`src/rtl/gate_bist_if.sv`:
```
// Signal bundle between gate_bist and its requester / gate under test.
// Handshake: a run is requested by holding start high while busy is low; busy rises on the
// accepting edge, and done pulses for exactly one cycle as busy falls, with pass/err/fails valid from then on.
interface gate_bist_if;
  logic       start;
  logic       y;
  logic       a;
  logic       busy;
  logic       done;
  logic       pass;
  logic [1:0] err;
  logic [7:0] fails;
  logic [1:0] fsm_state;

  modport master (
    output start, y,
    input  a, busy, done, pass, err, fails, fsm_state
  );

  modport slave (
    input  start, y,
    output a, busy, done, pass, err, fails, fsm_state
  );
endinterface

```
`src/rtl/gate_bist.sv`:
```
// BIST sequencer for a single-input gate: drives a=0 then a=1, samples y after a settle wait.
// Optional macro GATE_BIST_SYNC_EN inserts a two-flop synchronizer on y and adds 2 to the wait.
module gate_bist #(
  parameter int   SETTLE = 2,
  parameter logic EXP0   = 1'b1,
  parameter logic EXP1   = 1'b0
) (
  input  logic       clk,
  input  logic       rst,
  gate_bist_if.slave bus
);

`ifdef GATE_BIST_SYNC_EN
  localparam int W     = SETTLE + 2;
  localparam int CNT_W = 9;

  logic [1:0] sync_q;
  logic       y_cmp;

  always_ff @(posedge clk or posedge rst) begin
    if (rst) sync_q <= 2'b00;
    else     sync_q <= {sync_q[0], bus.y};
  end
  assign y_cmp = sync_q[1];
`else
  localparam int W     = SETTLE;
  localparam int CNT_W = 8;

  logic y_cmp;
  assign y_cmp = bus.y;
`endif

  localparam logic [CNT_W-1:0] CNT_LAST = CNT_W'(W - 1);

  typedef enum logic [1:0] {
    IDLE  = 2'd0,
    WAIT0 = 2'd1,
    WAIT1 = 2'd2
  } state_t;

  state_t           state, state_n;
  logic [CNT_W-1:0] cnt_q, cnt_n;
  logic             a_q, a_n;
  logic             busy_q, busy_n;
  logic             done_q, done_n;
  logic             pass_q, pass_n;
  logic [1:0]       err_q, err_n;
  logic             pend0_q, pend0_n;
  logic [7:0]       fails_q, fails_n;
  logic             run_fail;

  always_ff @(posedge clk or posedge rst) begin
    if (rst) state <= IDLE;
    else     state <= state_n;
  end

  always_comb begin
    state_n  = state;
    cnt_n    = cnt_q;
    a_n      = a_q;
    busy_n   = busy_q;
    done_n   = 1'b0;
    pass_n   = pass_q;
    err_n    = err_q;
    pend0_n  = pend0_q;
    fails_n  = fails_q;
    run_fail = 1'b0;
    case (state)
      IDLE: begin
        if (bus.start) begin
          a_n     = 1'b0;
          cnt_n   = '0;
          busy_n  = 1'b1;
          state_n = WAIT0;
        end
      end
      WAIT0: begin
        // Vector-0 result is parked so err stays stable until the run finishes.
        if (cnt_q == CNT_LAST) begin
          pend0_n = (y_cmp != EXP0);
          a_n     = 1'b1;
          cnt_n   = '0;
          state_n = WAIT1;
        end else begin
          cnt_n = cnt_q + CNT_W'(1);
        end
      end
      WAIT1: begin
        if (cnt_q == CNT_LAST) begin
          run_fail = (y_cmp != EXP1) | pend0_q;
          err_n    = {(y_cmp != EXP1), pend0_q};
          pass_n   = ~run_fail;
          done_n   = 1'b1;
          busy_n   = 1'b0;
          cnt_n    = '0;
          if (run_fail && fails_q != 8'hFF) fails_n = fails_q + 8'd1;
          state_n  = IDLE;
        end else begin
          cnt_n = cnt_q + CNT_W'(1);
        end
      end
      default: state_n = IDLE;
    endcase
  end

  always_ff @(posedge clk or posedge rst) begin
    if (rst) begin
      cnt_q   <= '0;
      a_q     <= 1'b0;
      busy_q  <= 1'b0;
      done_q  <= 1'b0;
      pass_q  <= 1'b0;
      err_q   <= 2'b00;
      pend0_q <= 1'b0;
      fails_q <= 8'd0;
    end else begin
      cnt_q   <= cnt_n;
      a_q     <= a_n;
      busy_q  <= busy_n;
      done_q  <= done_n;
      pass_q  <= pass_n;
      err_q   <= err_n;
      pend0_q <= pend0_n;
      fails_q <= fails_n;
    end
  end

  assign bus.a         = a_q;
  assign bus.busy      = busy_q;
  assign bus.done      = done_q;
  assign bus.pass      = pass_q;
  assign bus.err       = err_q;
  assign bus.fails     = fails_q;
  assign bus.fsm_state = state;

endmodule
```
`src/flat_wrapper.sv`:
```
// flat-port wrapper written by rule: the top's interface ports become plain ports
module gate_bist_flat 
#(
  parameter int   SETTLE = 2,
  parameter logic EXP0   = 1'b1,
  parameter logic EXP1   = 1'b0
)
  (clk, rst, bus_start, bus_y, bus_a, bus_busy, bus_done, bus_pass, bus_err, bus_fails, bus_fsm_state);
  gate_bist_if bus_i ();
  input  logic clk;
  input  logic rst;
  input wire logic [$bits(bus_i.start)-1:0] bus_start;
  input wire logic [$bits(bus_i.y)-1:0] bus_y;
  output wire logic [$bits(bus_i.a)-1:0] bus_a;
  output wire logic [$bits(bus_i.busy)-1:0] bus_busy;
  output wire logic [$bits(bus_i.done)-1:0] bus_done;
  output wire logic [$bits(bus_i.pass)-1:0] bus_pass;
  output wire logic [$bits(bus_i.err)-1:0] bus_err;
  output wire logic [$bits(bus_i.fails)-1:0] bus_fails;
  output wire logic [$bits(bus_i.fsm_state)-1:0] bus_fsm_state;
  assign bus_i.start = bus_start;
  assign bus_i.y = bus_y;
  assign bus_a = bus_i.a;
  assign bus_busy = bus_i.busy;
  assign bus_done = bus_i.done;
  assign bus_pass = bus_i.pass;
  assign bus_err = bus_i.err;
  assign bus_fails = bus_i.fails;
  assign bus_fsm_state = bus_i.fsm_state;
  gate_bist #(.SETTLE(SETTLE), .EXP0(EXP0), .EXP1(EXP1)) u_core (.clk(clk), .rst(rst), .bus(bus_i));
endmodule
```
`config.mk`:
```
export PLATFORM = sky130hd
export DESIGN_NAME = gate_bist_flat
export DESIGN_NICKNAME = d
export VERILOG_FILES = /design/src/rtl/gate_bist_if.sv /design/src/rtl/gate_bist.sv /design/src/flat_wrapper.sv
export SDC_FILE = /design/constraint.sdc
export NUM_CORES = 1
export LEC_CHECK = 0
export CORE_ASPECT_RATIO = 1.2
export CORE_MARGIN = 4
export CORE_UTILIZATION = 41
export DETAILED_ROUTE_END_ITERATION = 10
export GPL_ROUTABILITY_DRIVEN = 0
export GPL_TIMING_DRIVEN = 0
export HOLD_SLACK_MARGIN = 0.05
export PLACE_DENSITY = 0.65
export SLEW_MARGIN = 10
export SYNTH_ARGS = -nofsm -noshare
export SYNTH_HDL_FRONTEND = slang
export SYNTH_SLANG_ARGS = --single-unit
```
`constraint.sdc`:
```
create_clock -name clk -period 1.9 [get_ports clk]
set_clock_uncertainty 0.2 [all_clocks]
set_input_delay 0.38 -clock clk [delete_from_list [all_inputs] [get_ports clk]]
set_output_delay 0.38 -clock clk [all_outputs]
set_load 0.03 [all_outputs]
```
==> results of run 1 <==
[per-stage QoR]
| stage | setup slack (ps) | total power (µW) | util, % |
|---|---|---|---|
| CTS | -92.1 | 2020 | 52.3 |
| global route | -123 | 2310 | 56.4 |
| finish | -25.0 | 2150 | 56.4 |
| floorplan | 20.0 | 1450 | - |
| global placement | -168 | 1750 | 50.3 |
| detailed placement | -219 | 1770 | 50.3 |
[routing by layer]
| metal | wire length, µm | global-route usage (%) | up-vias |
|---|---|---|---|
| met5 | 0 | 0 | - |
| met2 | 1410 | 23.5 | 16 |
| li1 | - | - | 474 |
| met1 | 1070 | 17.2 | 482 |
| met4 | 11 | 3.78 | 0 |
| met3 | 67 | 2.42 | 2 |
[area by class of cell]
type	count	area, µm²
well taps	36	45.0
clock buffers	4	26.3
inverters	5	18.8
multi-input cells	87	759
flip-flops and latches	25	628
fillers	290	1320
repair buffers	27	230
[cell families (layout without fill, tap and decap cells)]
| logic type | Yosys count | after routing | synth area share [%] |
|---|---|---|---|
| mux | 7 | 7 | 6.04 |
| compound gates | 16 | 16 | 7.01 |
| buf+inv | 6 | 36 | 2.05 |
| xor+xnor | 11 | 11 | 7.50 |
| simple gates | 46 | 46 | 21.9 |
| fa+ha+maj | 7 | 7 | 6.82 |
| flops | 25 | 25 | 48.7 |
[worst register-to-register path, stage by stage, from the launching register on]
cell,delay (ps)
sky130_fd_sc_hd__dfrtp_1,420
sky130_fd_sc_hd__inv_2,80
sky130_fd_sc_hd__ha_4,120
sky130_fd_sc_hd__nor4b_4,230
sky130_fd_sc_hd__buf_4,170
sky130_fd_sc_hd__nand3_4,70
sky130_fd_sc_hd__nor3_4,230
sky130_fd_sc_hd__mux2_4,310
[flip-flops by register name, indices dropped and copies added, names as in the netlist]
name                  count
u_core.pend0_q            1
u_core.bus.pass           1
u_core.bus.err            2
u_core.cnt_q              8
u_core.bus.a              1
u_core.bus.busy           1
u_core.bus.done           1
u_core.bus.fails          8
u_core.bus.fsm_state      2
[report_power, final]
| group | internal [µW] | total (µW) | switching (µW) |
|---|---|---|---|
| Sequential | 657 | 758 | 102 |
| Clock | 82.0 | 243 | 161 |
| Combinational | 496 | 1150 | 652 |
[worst paths after layout]
| check | end | slack (ps) | cells past startpoint |
|---|---|---|---|
| min in group asynchronous | u_core.cnt_q[2]$_DFFE_PP0P_ | 350 | 2 |
| worst max register to register | u_core.bus.fails[1]$_DFFE_PP0P_ | -20 | 7 |
| max in group asynchronous | u_core.bus.fsm_state[1]$_DFFE_PP0P_ | 520 | 2 |
| worst max-delay path | u_core.bus.fails[1]$_DFFE_PP0P_ | -20 | 7 |
| worst min-delay path | u_core.bus.fails[7]$_DFFE_PP0P_ | 300 | 1 |
| worst min register to register | u_core.bus.fails[7]$_DFFE_PP0P_ | 300 | 1 |
[synth_stat cells, types with 2 or more instances]
cell,count
sky130_fd_sc_hd__and2_1,3
sky130_fd_sc_hd__nor2_1,10
sky130_fd_sc_hd__dfrtp_1,25
sky130_fd_sc_hd__mux2_2,6
sky130_fd_sc_hd__nor4_1,2
sky130_fd_sc_hd__nand2b_1,3
sky130_fd_sc_hd__nand2_1,8
sky130_fd_sc_hd__a31oi_1,4
sky130_fd_sc_hd__o21ai_0,2
sky130_fd_sc_hd__ha_1,7
sky130_fd_sc_hd__a21oi_1,7
sky130_fd_sc_hd__nand4_1,5
sky130_fd_sc_hd__inv_1,5
sky130_fd_sc_hd__nand3_1,4
sky130_fd_sc_hd__nor3_1,2
sky130_fd_sc_hd__xor2_1,11
[repair_timing]
action,CTS,global route
pin swaps,3,3
gates resized for setup,22,21
endpoints found under the setup margin,28,18
setup buffers,3,5
==> reports/summary.md, run 1 <==
The run finished, with violations left. The checks that failed: negative setup slack. The tools report the number of instances in the synthesized netlist as 118. On the critical path, the stage with the largest delay is an instance of sky130_fd_sc_hd__dfrtp_1. The longest individual stage delay on the worst path works out to 420 ps.

In this run, placement finished with an instance count of 173. Hold repair after CTS inserted 0 buffers. The remaining max-slew budget at the tightest pin is 37.6%. Detailed placement finished with a half-perimeter wire length of 1820 µm. Max-cap violations in this run came to 0. The die covers 4100 µm². The overall fraction of global-route tracks in use is 13.7%, and the count of pins over their slew limit is 0.

The type of the setup path with the least slack was flop to flop. The run gives 0.000785 V as the worst supply voltage drop on vdd. The top cell types in the final layout, fill and taps aside, are sky130_fd_sc_hd__dfrtp_1 (23), sky130_fd_sc_hd__dlygate4sd2_1 (16), sky130_fd_sc_hd__xor2_1 (11). The standard cell core area is 3030 µm². Synthesis produced a netlist with a net count of 129. The die span in x is 59.1 µm. Cells with a size suffix above 1 make up 27.0% of the layout. The die span in y is 69.3 µm, and the via total after detailed routing is 974. The tools report the number of global-route vias before repair as 1003.

The transition time at the pin with the least slew margin came out at 935 ps. The netlist uses 30 different library cells. The tools report the number of hold-slack violations in the final timing report as 0. The tools report the arrival time at the worst endpoint as 1940 ps.

In this run, the number of DRC markers left after iteration 0 of detailed routing was 12. For this design, the sink count on the clock tree is 25. For the worst-case setup margin in the final layout, the log shows -25.0 ps. The async set-reset flop share out of synthesis is 100%. In the synthesized netlist the dominant register cell turns out to be sky130_fd_sc_hd__dfrtp_1. The mapped netlist covers 1280 µm². Setup repair after global routing could not meet its margin everywhere. The largest delay contributor family on the critical path is simple AND/OR/NAND/NOR gates. The per-cell routed wire length came out at 13.9 µm. The tools report the highest attainable clock frequency as 0.519 GHz. STA classifies the critical path endpoint as a flop.

For the register area share after synthesis, the log shows 48.7%. After synthesis, the cell types taking the most area are sky130_fd_sc_hd__dfrtp_1 (49%), sky130_fd_sc_hd__xor2_1 (7.5%), sky130_fd_sc_hd__ha_1 (6.8%). The first global-routing pass estimated 4490 µm of wire. The run gives 2560 µm as the aggregate routed wire length. The number of buffers created by CTS was 3. The tools report the root cell of the clock tree as sky130_fd_sc_hd__clkbuf_4. Tracing the worst setup path back leads to its startpoint at u_core.cnt_q[1]$_DFFE_PP0P_. The total of flip-flops plus latches after synthesis is 25, and the row count is 22.

Summing all non-filler instances in the final layout gives an area of 1710 µm². The count of flip-flops with a built-in enable after synthesis works out to 0. The synthesized design devotes to its leading area cell type 48.7% of total area. Final hold analysis gives a worst-case slack of 302 ps. For the effective utilization at floorplan, the log shows 42.4%.

In this run the cell area measured after placement is 1520 µm². The number of antenna violations at the first check in global routing was 0. Dividing the synthesized area by the synthesized cell count gives 10.9 µm². In this run the deepest clock path goes through 2 buffers. For the worst setup path, the data required time is 1920 ps. During synthesis, Yosys emitted a total of 0 warnings. For this design the ratio of total power to cell area is 1260 nW/µm². The logs give 26 for the maximum number of pins on one net before global-route repair and 0.000848 µW for the total leakage power. The number of antenna diodes in the final layout is 0.

Dividing the final minimum period by the clock period gives 101%. For this run the aggregate overflow at the end of global routing stands at 0. Counting both buffers and inverters, the worst setup path holds a total of 2.

TritonCTS built the clock tree. The number of optimization iterations in the first detailed-route pass is 4, and the final critical-path required period is 1920 ps. The path class of the tightest hold or removal check is flop to flop. The worst setup path is launched from a flop. Total I/O pin count: 20. The average vias per placed instance was 5.29; the latest clock arrival within the worst-skew pair was 320 ps. The tools report the launch point of the worst reg-to-reg path as u_core.cnt_q[1]$_DFFE_PP0P_.

The most common cell after layout, fill and taps aside was sky130_fd_sc_hd__dfrtp_1. The count of nets left with antenna violations once routing finished came out at 0. In this run the worst path has a maximum fanout of 3.

The post-CTS clock slew at the launch and capture registers of the worst setup and hold paths was 140 ps; the setup-violating endpoint count in the final report was 1. For the H-tree level count, the log shows 1. The signal on the critical path passes through inv_2 > ha_4 > nor4b_4 > buf_4 > nand3_4 > nor3_4 > mux2_4. The number of port buffers is 19. In this run the most critical hold path is launched from u_core.bus.fails[7]$_DFFE_PP0P_. The non-filler instance count after layout came out at 184. From synthesis to final layout, the design area changed by 32.9%. For this run, design rule violations remaining after detail routing come to 0. The summed negative setup slack over all endpoints is -25.0 ps, and the number of nets in the layout is 160. Dominant cell type by area after synthesis: sky130_fd_sc_hd__dfrtp_1.
Power figures use the tool's default switching activity.
==> inputs of run 2 (changes only) <==
RECOVER_POWER = 50   (was default)
==> run 2 against run 1 <==
  * The run still ends with negative setup slack left
  * Via count unchanged
  * Sequential power about the same
  * Utilization unchanged
  * Non-clock buffer count unchanged
  * Fmax unchanged
  * Critical path depth unchanged
  * Global-route usage unchanged
  * Worst setup slack unchanged
  * Largest power group unchanged
  * Combinational power about the same
==> reports/summary.md, run 2 (same netlist as run 1, synthesis figures left out) <==
The die area is 4100 µm² (unchanged), and the final critical-path required period is 1920 ps (unchanged). The run finished, with violations left. The number of buffers created by CTS was 3 (unchanged); the fraction of layout cells with a size suffix above 1 was 27.0% (unchanged). The run gives 0 (unchanged) as the count of pins over their slew limit. TritonCTS built the clock tree.

The tools report the instance count after placement with tap cells included as 173 (unchanged). The DRC marker count from the first detailed-route iteration was 12 (unchanged); the smallest hold slack was 302 ps (unchanged). The required arrival time at the worst endpoint came out at 1920 ps (about the same).

Standard cell core area: 3030 µm² (unchanged). The die span in y is 69.3 µm (unchanged). The tools report the startpoint type of the worst setup path as a flop (unchanged). Post-CTS clock slew at the launch and capture registers of the worst setup and hold paths: 140 ps (about the same).

The tools report the arrival time at the worst endpoint as 1940 ps (about the same). The aggregate routed wire length came out at 2560 µm (unchanged). The die span in x is 59.1 µm (unchanged).

The root cell of the clock tree is sky130_fd_sc_hd__clkbuf_4 (unchanged). The per-cell routed wire length was 13.9 µm (unchanged). The remaining max-slew budget at the tightest pin was 37.6% (about the same). For the number of antenna violations at the first check in global routing, the log shows 0 (unchanged).

Violations in the final reports: negative setup slack (unchanged). The endpoint class of the critical path was a flop (unchanged). The number of fill cells in the layout is 290 (unchanged). The overall overflow remaining after global route came out at 0 (unchanged).

Effective utilization at floorplan: 42.4% (unchanged). The logs give 1003 (unchanged) for the number of global-route vias before repair and 1820 µm (unchanged) for the half-perimeter wire length after placement. The transition time at the pin with the least slew margin is 936 ps (was 935 ps).

The run gives 2150 µW (about the same) as the overall power of the completed layout. The most common cell after layout, fill and taps aside is sky130_fd_sc_hd__dfrtp_1 (unchanged). The maximum number of pins on one net before global-route repair was 26 (unchanged); the global-route wire length before repair was 4490 µm (unchanged). The worst supply voltage drop on vdd is 0.000784 V (was 0.000785 V), and the number of antenna diodes is 0 (unchanged). Most frequent cells in the layout: sky130_fd_sc_hd__dfrtp_1 (23), sky130_fd_sc_hd__dlygate4sd2_1 (16), sky130_fd_sc_hd__xor2_1 (11) (unchanged). The logs give -25.0 ps (unchanged) for the summed negative setup slack over all endpoints and 0 (unchanged) for the max-cap violation count.

The residual antenna-violating net count after detailed routing is 0 (unchanged). Type of the setup path with the least slack: flop to flop (unchanged). Number of remaining DRC errors: 0 (unchanged).

The logs give -25.0 ps (unchanged) for the worst-case setup margin in the final layout and 20 (unchanged) for the total I/O pin count. The total leakage power is 0.000848 µW (about the same). The clock sink count came out at 25 (unchanged). For the number of hold-slack violations in the final timing report, the log shows 0 (unchanged). The logs give 974 (unchanged) for the via total after detailed routing and 160 (unchanged) for the number of nets in the layout. Overall fraction of global-route tracks in use: 13.7% (unchanged). The maximum root-to-sink buffer count is 2 (unchanged), and the layout-stage area growth over the synthesis result is 32.9% (unchanged). The number of port buffers works out to 19 (unchanged). The average vias per placed instance came out at 5.29 (unchanged). The minimum setup slack after placement came out at -219 ps (unchanged). The run gives 4 (unchanged) as the number of optimization iterations in the first detailed-route pass. The path class of the lowest-slack min-delay path is flop to flop (unchanged). The tools report the setup-violating endpoint count in the final report as 1 (unchanged). The latest clock arrival within the worst-skew pair is 320 ps (about the same).

The highest attainable clock frequency was 0.519 GHz (unchanged); the power per unit of standard cell area was 1260 nW/µm² (about the same). Highest net fanout along the worst path: 3 (unchanged). The non-filler instance count after layout is 184 (unchanged), and the H-tree level count is 1 (unchanged).

The final period utilization came out at 101% (unchanged). Setup repair after global routing could not meet its margin everywhere. The tools report the row count as 22 (unchanged).
## run 2: changes by cell type in the layout (fill, tap and decap cells not counted), sizes merged
cell,change
clkdlybuf4s50,-1
dlygate4sd3,+1
## run 2: power by group
| group | leakage [µW] | internal, µW | switching (µW) |
|---|---|---|---|
| Sequential | 0.000323 | 657 | 102 |
| Clock | 0.0000150 | 82.0 | 161 |
| Combinational | 0.000510 | 495 | 652 |
## run 2: routing by layer
layer / GRT usage [%] / part of all wire (%) / up-vias
met5: 0 / 0 / -
met4: 3.78 / 0.43 / 0
met3: 2.42 / 2.6 / 2
met2: 23.5 / 55 / 16
met1: 17.2 / 42 / 482
li1: - / - / 474
## run 2: layout make-up
cell class	instances	area, µm²	area share (%)
clock buffers	4	26.3	1.54
inverters	5	18.8	1.10
multi-input cells	87	759	44.5
flip-flops and latches	25	628	36.8
well taps	36	45.0	2.64
repair buffers	27	230	13.5
## run 2: critical path, stage by stage, from the launching register on
cell	delay, ps
sky130_fd_sc_hd__dfrtp_1	420
sky130_fd_sc_hd__inv_2	80
sky130_fd_sc_hd__ha_4	120
sky130_fd_sc_hd__nor4b_4	230
sky130_fd_sc_hd__buf_4	170
sky130_fd_sc_hd__nand3_4	70
sky130_fd_sc_hd__nor3_4	230
sky130_fd_sc_hd__mux2_4	310
## run 2: metrics by stage
| step | utilization [%] | area (µm²) |
|---|---|---|
| 5_1_grt | 56.4 | 1710 |
| 6_report | 56.4 | 1710 |
| 3_3_place_gp | 50.3 | 1520 |
| 3_5_place_dp | 50.3 | 1520 |
| 4_1_cts | 52.3 | 1580 |
| 2_1_floorplan | - | 1290 |
## run 2: what timing repair did
item | CTS | global route
setup endpoints to repair | 28 | 18
buffers inserted | 3 | 5
hold endpoints to repair | 0 | 0
pin swaps | 3 | 3
gates resized for setup | 22 | 21
hold buffers | 0 | 0
## run 2: worst paths after layout
| check | end | slack, ps | depth (start not counted) | from |
|---|---|---|---|---|
| min in group asynchronous | u_core.cnt_q[2]$_DFFE_PP0P_ | 490 | 2 | rst |
| max in group asynchronous | u_core.bus.fsm_state[1]$_DFFE_PP0P_ | 380 | 2 | rst |
| hold reg to reg | u_core.bus.fails[7]$_DFFE_PP0P_ | 300 | 1 | u_core.bus.fails[7]$_DFFE_PP0P_ |
| hold / removal | u_core.bus.fails[7]$_DFFE_PP0P_ | 300 | 1 | u_core.bus.fails[7]$_DFFE_PP0P_ |
| setup reg to reg | u_core.bus.fails[1]$_DFFE_PP0P_ | -20 | 7 | u_core.cnt_q[1]$_DFFE_PP0P_ |
| setup / recovery | u_core.bus.fails[1]$_DFFE_PP0P_ | -20 | 7 | u_core.cnt_q[1]$_DFFE_PP0P_ |
==> inputs of run 3 (changes only) <==
CAP_MARGIN = 10   (was default)
==> results of run 3 <==
Final layout, timing and power as in run 2 (identical DEF).
